## config.mk

```make
export PLATFORM = sky130hd
export DESIGN_NAME = muldiv_exec_unit
export DESIGN_NICKNAME = d
export VERILOG_FILES = /design/src/rtl/muldiv_pkg.sv /design/src/rtl/muldiv_div_core.sv /design/src/rtl/muldiv_exec_unit.sv
export SDC_FILE = /design/constraint.sdc
export NUM_CORES = 1
export LEC_CHECK = 0
export BUFFER_PORTS_ARGS = -buffer_cell sky130_fd_sc_hd__buf_4
export CAP_MARGIN = 20
export CORE_ASPECT_RATIO = 2
export CORE_MARGIN = 1.5
export CORE_UTILIZATION = 60
export DETAILED_ROUTE_END_ITERATION = 10
export HOLD_SLACK_MARGIN = 0.12
export PLACE_DENSITY = 0.81
export SYNTH_ARGS = -nofsm -noshare
export SYNTH_HDL_FRONTEND = slang
export SYNTH_SLANG_ARGS = --single-unit
```

## constraint.sdc

```tcl
create_clock -name clk1 -period 3.25 [get_ports clk1]
set_clock_uncertainty 0.05 [all_clocks]
set_input_delay 0.4875 -clock clk1 [delete_from_list [all_inputs] [get_ports clk1]]
set_output_delay 0.4875 -clock clk1 [all_outputs]
set_load 0.05 [all_outputs]
```

## src/rtl/muldiv_pkg.sv

```systemverilog
// Shared definitions for the multiply/divide execution unit.
package muldiv_pkg;

  localparam logic [3:0] FUNC_MUL = 4'b0010;
  localparam logic [3:0] FUNC_DIV = 4'b0011;
  localparam logic [3:0] FUNC_REM = 4'b0100;

  typedef enum logic [1:0] {
    ST_IDLE = 2'd0,
    ST_MUL  = 2'd1,
    ST_DIV  = 2'd2,
    ST_DONE = 2'd3
  } muldiv_state_t;

  // Larger of two integers, used to size the shared latency counter.
  function automatic int max_int(input int a, input int b);
    return (a > b) ? a : b;
  endfunction

endpackage

```

## src/rtl/muldiv_div_core.sv

```systemverilog
// Iterative unsigned restoring divider: one quotient bit per step.
module muldiv_div_core #(
  parameter int DATA_W = 8
) (
  input  logic              clk1,
  input  logic              rst_n,
  input  logic              start,
  input  logic              step,
  input  logic [DATA_W-1:0] dividend,
  input  logic [DATA_W-1:0] divisor,
  output logic [DATA_W-1:0] quotient,
  output logic [DATA_W:0]   remainder,
  output logic              done
);

  logic [DATA_W:0]   rem_reg;
  logic [DATA_W-1:0] quo_reg;
  logic [DATA_W-1:0] dvs_reg;
  logic [DATA_W:0]   mark_reg;
  logic [DATA_W:0]   shifted;
  logic [DATA_W:0]   diff;

  // Trial subtraction; a set MSB of diff means the partial remainder went negative.
  always_comb begin
    shifted = {rem_reg[DATA_W-1:0], quo_reg[DATA_W-1]};
    diff    = shifted - {1'b0, dvs_reg};
  end

  // Load on start, then shift/subtract once per step; mark_reg walks a single bit to flag completion.
  always_ff @(posedge clk1 or negedge rst_n) begin
    if (!rst_n) begin
      rem_reg  <= '0;
      quo_reg  <= '0;
      dvs_reg  <= '0;
      mark_reg <= '0;
    end else if (start) begin
      rem_reg  <= '0;
      quo_reg  <= dividend;
      dvs_reg  <= divisor;
      mark_reg <= {{DATA_W{1'b0}}, 1'b1};
    end else if (step) begin
      if (!diff[DATA_W]) begin
        rem_reg <= diff;
        quo_reg <= {quo_reg[DATA_W-2:0], 1'b1};
      end else begin
        rem_reg <= shifted;
        quo_reg <= {quo_reg[DATA_W-2:0], 1'b0};
      end
      mark_reg <= mark_reg << 1;
    end
  end

  assign quotient  = quo_reg;
  assign remainder = rem_reg;
  assign done      = mark_reg[DATA_W];

endmodule

```

## src/rtl/muldiv_exec_unit.sv

```systemverilog
// Multiply/divide functional unit: one instruction at a time, result held on the CDB port until accepted.
module muldiv_exec_unit
  import muldiv_pkg::*;
#(
  parameter int DATA_W  = 8,
  parameter int ROB_W   = 3,
  parameter int REG_W   = 4,
  parameter int RS_W    = 3,
  parameter int MUL_LAT = 3
) (
  input  logic                clk1,
  input  logic                rst_n,
  input  logic                flush,
  input  logic                in_valid,
  output logic                in_ready,
  input  logic [3:0]          in_func,
  input  logic [DATA_W-1:0]   in_rs1,
  input  logic [DATA_W-1:0]   in_rs2,
  input  logic [ROB_W-1:0]    in_rob,
  input  logic [REG_W-1:0]    in_rd,
  input  logic [RS_W-1:0]     in_rs_idx,
  output logic                busy,
  output logic                cdb_valid,
  input  logic                cdb_ready,
  output logic [2*DATA_W-1:0] cdb_data,
  output logic [ROB_W-1:0]    cdb_rob,
  output logic [REG_W-1:0]    cdb_rd,
  output logic [RS_W-1:0]     cdb_rs_idx,
  output logic                cdb_exc
);

  localparam int CNT_W = $clog2(max_int(DATA_W, MUL_LAT)) + 1;
  localparam logic [CNT_W-1:0] MUL_INIT = CNT_W'(MUL_LAT - 1);
  localparam logic [CNT_W-1:0] DIV_INIT = CNT_W'(DATA_W - 1);

  muldiv_state_t state_reg, state_next;
  logic [CNT_W-1:0]    cnt_reg, cnt_next;
  logic [3:0]          func_reg;
  logic                exc_reg;
  logic [2*DATA_W-1:0] result_reg;
  logic [ROB_W-1:0]    rob_reg;
  logic [REG_W-1:0]    rd_reg;
  logic [RS_W-1:0]     rs_idx_reg;

  logic                accept;
  logic                is_mul;
  logic                is_div_rem;
  logic                div_zero;
  logic                div_start;
  logic [2*DATA_W-1:0] product;
  logic [DATA_W-1:0]   div_quo;
  logic [DATA_W:0]     div_rem;
  logic                div_done;

  assign is_mul     = (in_func == FUNC_MUL);
  assign is_div_rem = (in_func == FUNC_DIV) || (in_func == FUNC_REM);
  assign div_zero   = (in_rs2 == '0);
  // flush wins over a dispatch offered in the same cycle.
  assign accept     = in_valid && (state_reg == ST_IDLE) && !flush;
  assign div_start  = accept && is_div_rem && !div_zero;
  assign product    = {{DATA_W{1'b0}}, in_rs1} * {{DATA_W{1'b0}}, in_rs2};

  muldiv_div_core #(.DATA_W(DATA_W)) u_div_core (
    .clk1      (clk1),
    .rst_n     (rst_n),
    .start     (div_start),
    .step      ((state_reg == ST_DIV) && !div_done),
    .dividend  (in_rs1),
    .divisor   (in_rs2),
    .quotient  (div_quo),
    .remainder (div_rem),
    .done      (div_done)
  );

  // State and latency counter registers.
  always_ff @(posedge clk1 or negedge rst_n) begin
    if (!rst_n) begin
      state_reg <= ST_IDLE;
      cnt_reg   <= '0;
    end else begin
      state_reg <= state_next;
      cnt_reg   <= cnt_next;
    end
  end

  // Next-state, counter update and handshake outputs.
  always_comb begin
    state_next = state_reg;
    cnt_next   = cnt_reg;
    in_ready   = 1'b0;
    busy       = 1'b1;
    cdb_valid  = 1'b0;
    case (state_reg)
      ST_IDLE: begin
        in_ready = 1'b1;
        busy     = 1'b0;
        if (accept) begin
          if (is_mul) begin
            state_next = ST_MUL;
            cnt_next   = MUL_INIT;
          end else if (is_div_rem && !div_zero) begin
            state_next = ST_DIV;
            cnt_next   = DIV_INIT;
          end else begin
            // Divide by zero and illegal funcs resolve immediately.
            state_next = ST_DONE;
          end
        end
      end
      ST_MUL, ST_DIV: begin
        if (cnt_reg == '0) state_next = ST_DONE;
        else               cnt_next   = cnt_reg - CNT_W'(1);
      end
      ST_DONE: begin
        cdb_valid = 1'b1;
        if (cdb_ready) state_next = ST_IDLE;
      end
      default: state_next = ST_IDLE;
    endcase
    if (flush) begin
      state_next = ST_IDLE;
      cnt_next   = '0;
    end
  end

  // Capture tags and the non-divider result (product or exception value) at accept.
  always_ff @(posedge clk1 or negedge rst_n) begin
    if (!rst_n) begin
      func_reg   <= '0;
      exc_reg    <= 1'b0;
      result_reg <= '0;
      rob_reg    <= '0;
      rd_reg     <= '0;
      rs_idx_reg <= '0;
    end else if (accept) begin
      func_reg   <= in_func;
      exc_reg    <= !is_mul && !(is_div_rem && !div_zero);
      rob_reg    <= in_rob;
      rd_reg     <= in_rd;
      rs_idx_reg <= in_rs_idx;
      if (is_mul)                    result_reg <= product;
      else if (in_func == FUNC_DIV)  result_reg <= {{DATA_W{1'b0}}, {DATA_W{1'b1}}};
      else if (in_func == FUNC_REM)  result_reg <= {{DATA_W{1'b0}}, in_rs1};
      else                           result_reg <= '0;
    end
  end

  // CDB payload is driven only in DONE so idle outputs read as zero.
  always_comb begin
    cdb_data   = '0;
    cdb_rob    = '0;
    cdb_rd     = '0;
    cdb_rs_idx = '0;
    cdb_exc    = 1'b0;
    if (state_reg == ST_DONE) begin
      cdb_rob    = rob_reg;
      cdb_rd     = rd_reg;
      cdb_rs_idx = rs_idx_reg;
      cdb_exc    = exc_reg;
      if (!exc_reg && (func_reg == FUNC_DIV))      cdb_data = {{DATA_W{1'b0}}, div_quo};
      else if (!exc_reg && (func_reg == FUNC_REM)) cdb_data = {{(DATA_W-1){1'b0}}, div_rem};
      else                                         cdb_data = result_reg;
    end
  end

endmodule

```

== After elaboration in Yosys (flattened, before gate mapping) ==
Cells that the tools add are included.

* Logic and storage cells: 86
* Register bits: 71
* Bits of input ports: 35

* Eq/ne operators: 13
* Mux-type cells: 34
* Add/subtract/negate cells: 2
* Multipliers: 1
* Reductions and logical operators: 24

{| class="wikitable"
|+ Operator list
! cell !! number
|-
| two-way mux 16 bit || 4
|-
| two-way mux 9 bit || 5
|-
| two-way mux 8 bit || 4
|-
| two-way mux 4 bit || 6
|-
| multiplier 8 x 8 -> 16 bit || 1
|-
| == test 4 x 2 -> 1 bit (second input constant) || 3
|-
| inequality test 3 bit (second input constant) || 4
|-
| two-way mux 2 bit || 5
|-
| logical AND 1 bit || 9
|-
| subtractor 9 x 8 -> 9 bit || 1
|-
| == test 4 x 3 -> 1 bit (second input constant) || 2
|-
| zero test 8 bit || 1
|-
| case mux 4 bit (2 select lines) || 1
|-
| zero test 1 bit || 6
|-
| two-way mux 1 bit || 6
|-
| two-way mux 3 bit || 2
|-
| case mux 2 bit (3 select lines) || 1
|-
| == test 2 bit (second input constant) || 2
|-
| zero test 4 bit || 1
|-
| inequality test 4 x 3 -> 1 bit (second input constant) || 1
|-
| AND reduction 4 bit || 1
|-
| subtractor 4 x 1 -> 4 bit (second input constant) || 1
|-
| AND reduction 3 bit || 1
|-
| nonzero test 3 bit || 1
|-
| 5 further kinds || 5
|}

== Depth between registers and ports, before layout ==
* Depth in word-level cells: 8
* Depth in mapped cells: 16
* Mapped depth without buffers: 15

== Cells and area by module ==
A second synthesis with hierarchy kept.

* Cell total of the unflattened synthesis: 639
* Area, all modules: 6045.8 um^2

{| class="wikitable"
|+ Modules (own cells, without submodules)
! module !! cells an instance !! area each (um^2) !! times used
|-
| muldiv_exec_unit || 453 || 4234.1 || 1
|-
| muldiv_div_core || 186 || 1811.7 || 1
|}

== Worst setup path after synthesis ==
Ideal clock, no wire load.

* Path kind: input to register
* Start point: input in_rs1[0]
* End point: register result_reg[13]
* Buffers on the path: 1
* Setup time: 0.122 ns
* Path slack: -1.221 ns
* Cell stages on the path: 15
* Data arrival time: 4.300 ns
* Cell sequence: clkbuf_1 > nand2_1 > fa_1 > fa_1 > inv_1 > fa_1 > inv_1 > fa_1 > inv_1 > ha_1 > nand2_1 > a211oi_1 > o2111ai_1 > a21o_1 > a32o_1

* Cells in the longest elaborated chain, start to end: 2

{| class="wikitable"
|+ RTL lines
! item !! line !! text
|-
| start: declaration || muldiv_exec_unit.sv:17 || <nowiki>input logic [DATA_W-1:0] in_rs1,</nowiki>
|-
| multiplier 8 x 8 -> 16 bit || muldiv_exec_unit.sv:61 || <nowiki>assign product = {{DATA_W{1'b0}}, in_rs1} * {{DATA_W{1'b0}}, in_rs2};</nowiki>
|-
| two-way mux 16 bit || muldiv_exec_unit.sv:141 || <nowiki>if (is_mul) result_reg <= product;</nowiki>
|-
| end signal: assignment || muldiv_exec_unit.sv:141 ||
|-
| end signal: assignment || muldiv_exec_unit.sv:142 || <nowiki>else if (in_func == FUNC_DIV) result_reg <= {{DATA_W{1'b0}}, {DATA_W{1'b1}}};</nowiki>
|-
| end signal: assignment || muldiv_exec_unit.sv:143 || <nowiki>else if (in_func == FUNC_REM) result_reg <= {{DATA_W{1'b0}}, in_rs1};</nowiki>
|-
| end: declaration || muldiv_exec_unit.sv:40 || <nowiki>logic [2*DATA_W-1:0] result_reg;</nowiki>
|}

No other way between the ends.
A chain may end at the register's enable or synchronous reset.

== Worst setup path after layout ==
* Start point: input in_rs2[5]
* End point: register result_reg[12]

* Cells in the longest elaborated chain, start to end: 2

{| class="wikitable"
|+ RTL lines
! item !! line !! text
|-
| start: declaration || muldiv_exec_unit.sv:18 || <nowiki>input logic [DATA_W-1:0] in_rs2,</nowiki>
|-
| multiplier 8 x 8 -> 16 bit || muldiv_exec_unit.sv:61 ||
|-
| two-way mux 16 bit || muldiv_exec_unit.sv:141 ||
|}

No other way between the ends.

==> reports/metrics.yaml <==
global_route:
  antenna_found_initial: 0
  grt_pass1_vias: 5525
  grt_pass1_wl_um: 25800
  grt-ovfl-total: 0
  grt_max_degree: 72
  track_usage: 0.314
timing:
  setup_viol_count_final: 11
  slew_violations: 0
  relSlewSlack: 0.409
  fmax_ghz: 0.252
  min_period_ns: 3.97
  final.setup.tns_ns: -4.93
  post-route-period-util: 1.22
  tightestPinTransition_ns: 0.886
  hold_violations: 0
  fin_ws_ns: -0.723
  rsz0062_at_grt: "yes"
status:
  failed_checks: "setup timing"
  status: "finished, violations left"
critical_path:
  path_max_fanout: 6
  arrival_ns: 4.13
  crit_path_start_kind: "input pin"
  criticalPathCategory: "input pin to register"
  endpoint_kind: "register"
  critPathRequiredTime_ns: 3.41
synth:
  synth_top_area_share: 0.294
  synthFlopType: "dfrtp_1"
  syn_nets: 788
  synth.yosys.warnings: 0
  synth_edf_count: 0
  avgSynthCellArea_um2: 9.09
  synthCells: 666
  yosys-top-cells-area: "dfrtp_1 (29%), fa_1 (12%), ha_1 (10%)"
  synth_top_area_cell: "dfrtp_1"
  synth.distinct_cells: 58
  ys_ff_latch: 71
  synth.cell_area_mm2: 0.00605
  async_reset_ff_frac: 1.00
  seq_area_frac_synth: 0.294
clocking:
  cts_tree: "done"
  root_buffer: "clkbuf_16"
  numCtsBuffers: 9
  htree_levels: 3
  clk-insertion-delay-late_ns: 0.33
  cts_sinks: 71
  clock_path_buffers: 2
  cts_hold_buf: 0
  clk_pin_slew_ns: 0.06
routing:
  num_vias: 5291
  via_per_inst: 5.80
  dr.first_iter.drc_count: 332
  routed_wl_um: 16200
  dr.pass1.iters: 7
  post-route-drc-count: 0
  wl_per_cell_um: 17.8
  drtAntennaViolNets: 0
layout:
  synthToLayoutAreaGrowth_pct: 27.6
  drive_gt1_frac: 0.291
  final_nets: 898
  num_antenna_cells: 0
  largest_reg_flops: 16
  final_core_util: 0.791
  n_fill_cell: 661
floorplanning:
  core_area_mm2: 0.00976
  dieWidth_um: 74.0
  die-area_mm2: 0.0107
  die_h_um: 145
  ios: 65
  start_util: 0.620
  core.rowCount: 51
min_path:
  hold_class: "input pin to asynchronous set/reset pin"
placement:
  place.port_buffers: 64
  dp_hpwl_um: 12300
  dp_slack_ns: -1.09
  place.gp.congestion: 0.881
power_and_ir_drop:
  total_power_mw: 6.06
  peakVddDrop_v: 0.000421
  p_leak_nw: 3.78
  power_density_mw_per_mm2: 785
job:
  maxCapViolCount: 0
==> stage by stage <==
stage / cell area, µm² / std cells / hold slack, ns
after floorplan: 6210 / 666 / 0.142
after global placement: 7050 / 887 / 0.402
after detailed placement: 7050 / 887 / 0.416
after CTS: 7590 / 911 / 0.257
after global routing: 7720 / 912 / 0.287
final: 7720 / 912 / 0.208
==> cell usage after synthesis (6+ instances only) <==
library cell,instances
clkbuf_1,18
a22o_1,9
nor2b_1,7
a211oi_1,7
ha_1,50
nand2_1,85
a21oi_1,32
o21ai_0,46
fa_1,37
nand3b_1,6
nand3_1,8
nor2_1,27
mux2_2,15
mux2i_1,22
inv_1,69
dfrtp_1,71
xor2_1,8
and2_1,70
==> layout by cell type (no fill, tap or decap), types with 3 or more instances in the layout <==
master and n:
a211o_1 3, a211oi_1 6, a21o_1 5, a21oi_1 29, a22o_1 9, and2_1 56, and2_4 14, and3_1 3
buf_12 3, buf_4 109, buf_6 14, clkbuf_16 9, dfrtp_1 71, fa_1 31, fa_2 6, ha_1 42
ha_4 6, inv_1 61, inv_2 8, mux2_2 15, mux2i_1 22, nand2_1 78, nand2_2 5, nand3_1 7
nand3b_1 6, nor2_1 25, nor2b_1 5, nor3_1 5, nor3b_1 4, nor4_1 3, o21a_1 4, o21ai_0 37
o21ai_1 7, o21ai_2 3, xor2_1 7
==> path summary, 6_finish.rpt <==
path	from	end	slack, ns	cells past startpoint
min in group clk1	flush	cnt_reg[2]$_DFFE_PN0P_	0.33	2
worst min-delay path	rst_n	u_div_core.mark_reg[0]$_DFFE_PN0P_	0.21	1
worst max-delay path	in_rs2[5]	result_reg[12]$_DFFE_PN0P_	-0.72	14
max in group asynchronous	rst_n	cnt_reg[3]$_DFFE_PN0P_	2.34	1
worst max register to register	u_div_core.quotient[7]$_DFFE_PN0P_	u_div_core.remainder[7]$_DFFE_PN0P_	0.15	13
worst min register to register	u_div_core.mark_reg[0]$_DFFE_PN0P_	u_div_core.mark_reg[0]$_DFFE_PN0P_	0.43	1
==> cells by family after synthesis <==
group / count (synthesis) / synth area share
simple gates: 233 / 0.198
flops: 71 / 0.294
fa+ha+maj: 87 / 0.226
buf+inv: 98 / 0.0680
xor+xnor: 9 / 0.0130
compound gates: 131 / 0.138
mux: 37 / 0.0643
==> critical path: stages <==
cell and delay [ns]:
buf_8 0.11, and2_4 0.15, fa_2 0.62, fa_1 0.43, fa_1 0.52, inv_1 0.05, fa_1 0.48, inv_2 0.05
ha_4 0.25, a21o_1 0.16, a211o_1 0.30, a31oi_2 0.22, xor2_1 0.23, o21ai_1 0.08
==> power breakdown <==
group          internal, mW  total, mW  switching (mW)
Sequential             1.25       1.52           0.276
Combinational          1.63       3.51            1.88
Clock                 0.665       1.03           0.362
Total                  3.54       6.06            2.52
==> routing by layer <==
metal  global-route usage  vias to the layer above  share of wire
li1                     -                     2458              -
met1                0.310                     2601           0.34
met2                0.589                      182           0.57
met3               0.0451                       50          0.036
met4                0.165                        0          0.052
met5                    0                        -              0
==> cell type report <==
class / instances / area, µm² / area share
Clock inverter: 6 / 86.3 / 0.0112
Tap cell: 132 / 165 / 0.0214
Sequential cell: 71 / 1780 / 0.230
Clock buffer: 9 / 225 / 0.0292
Inverter: 69 / 259 / 0.0335
Multi-Input combinational cell: 497 / 4140 / 0.537
Timing Repair Buffer: 128 / 1070 / 0.138
==> timing repair <==
item | in CTS | in global routing
endpoints found under the hold margin | 0 | 0
setup endpoints to repair | 11 | 16
pin swaps | 27 | 23
gates resized for setup | 47 | 35
setup buffers | 9 | 2
No activity file was read; power rests on OpenSTA's default activity.
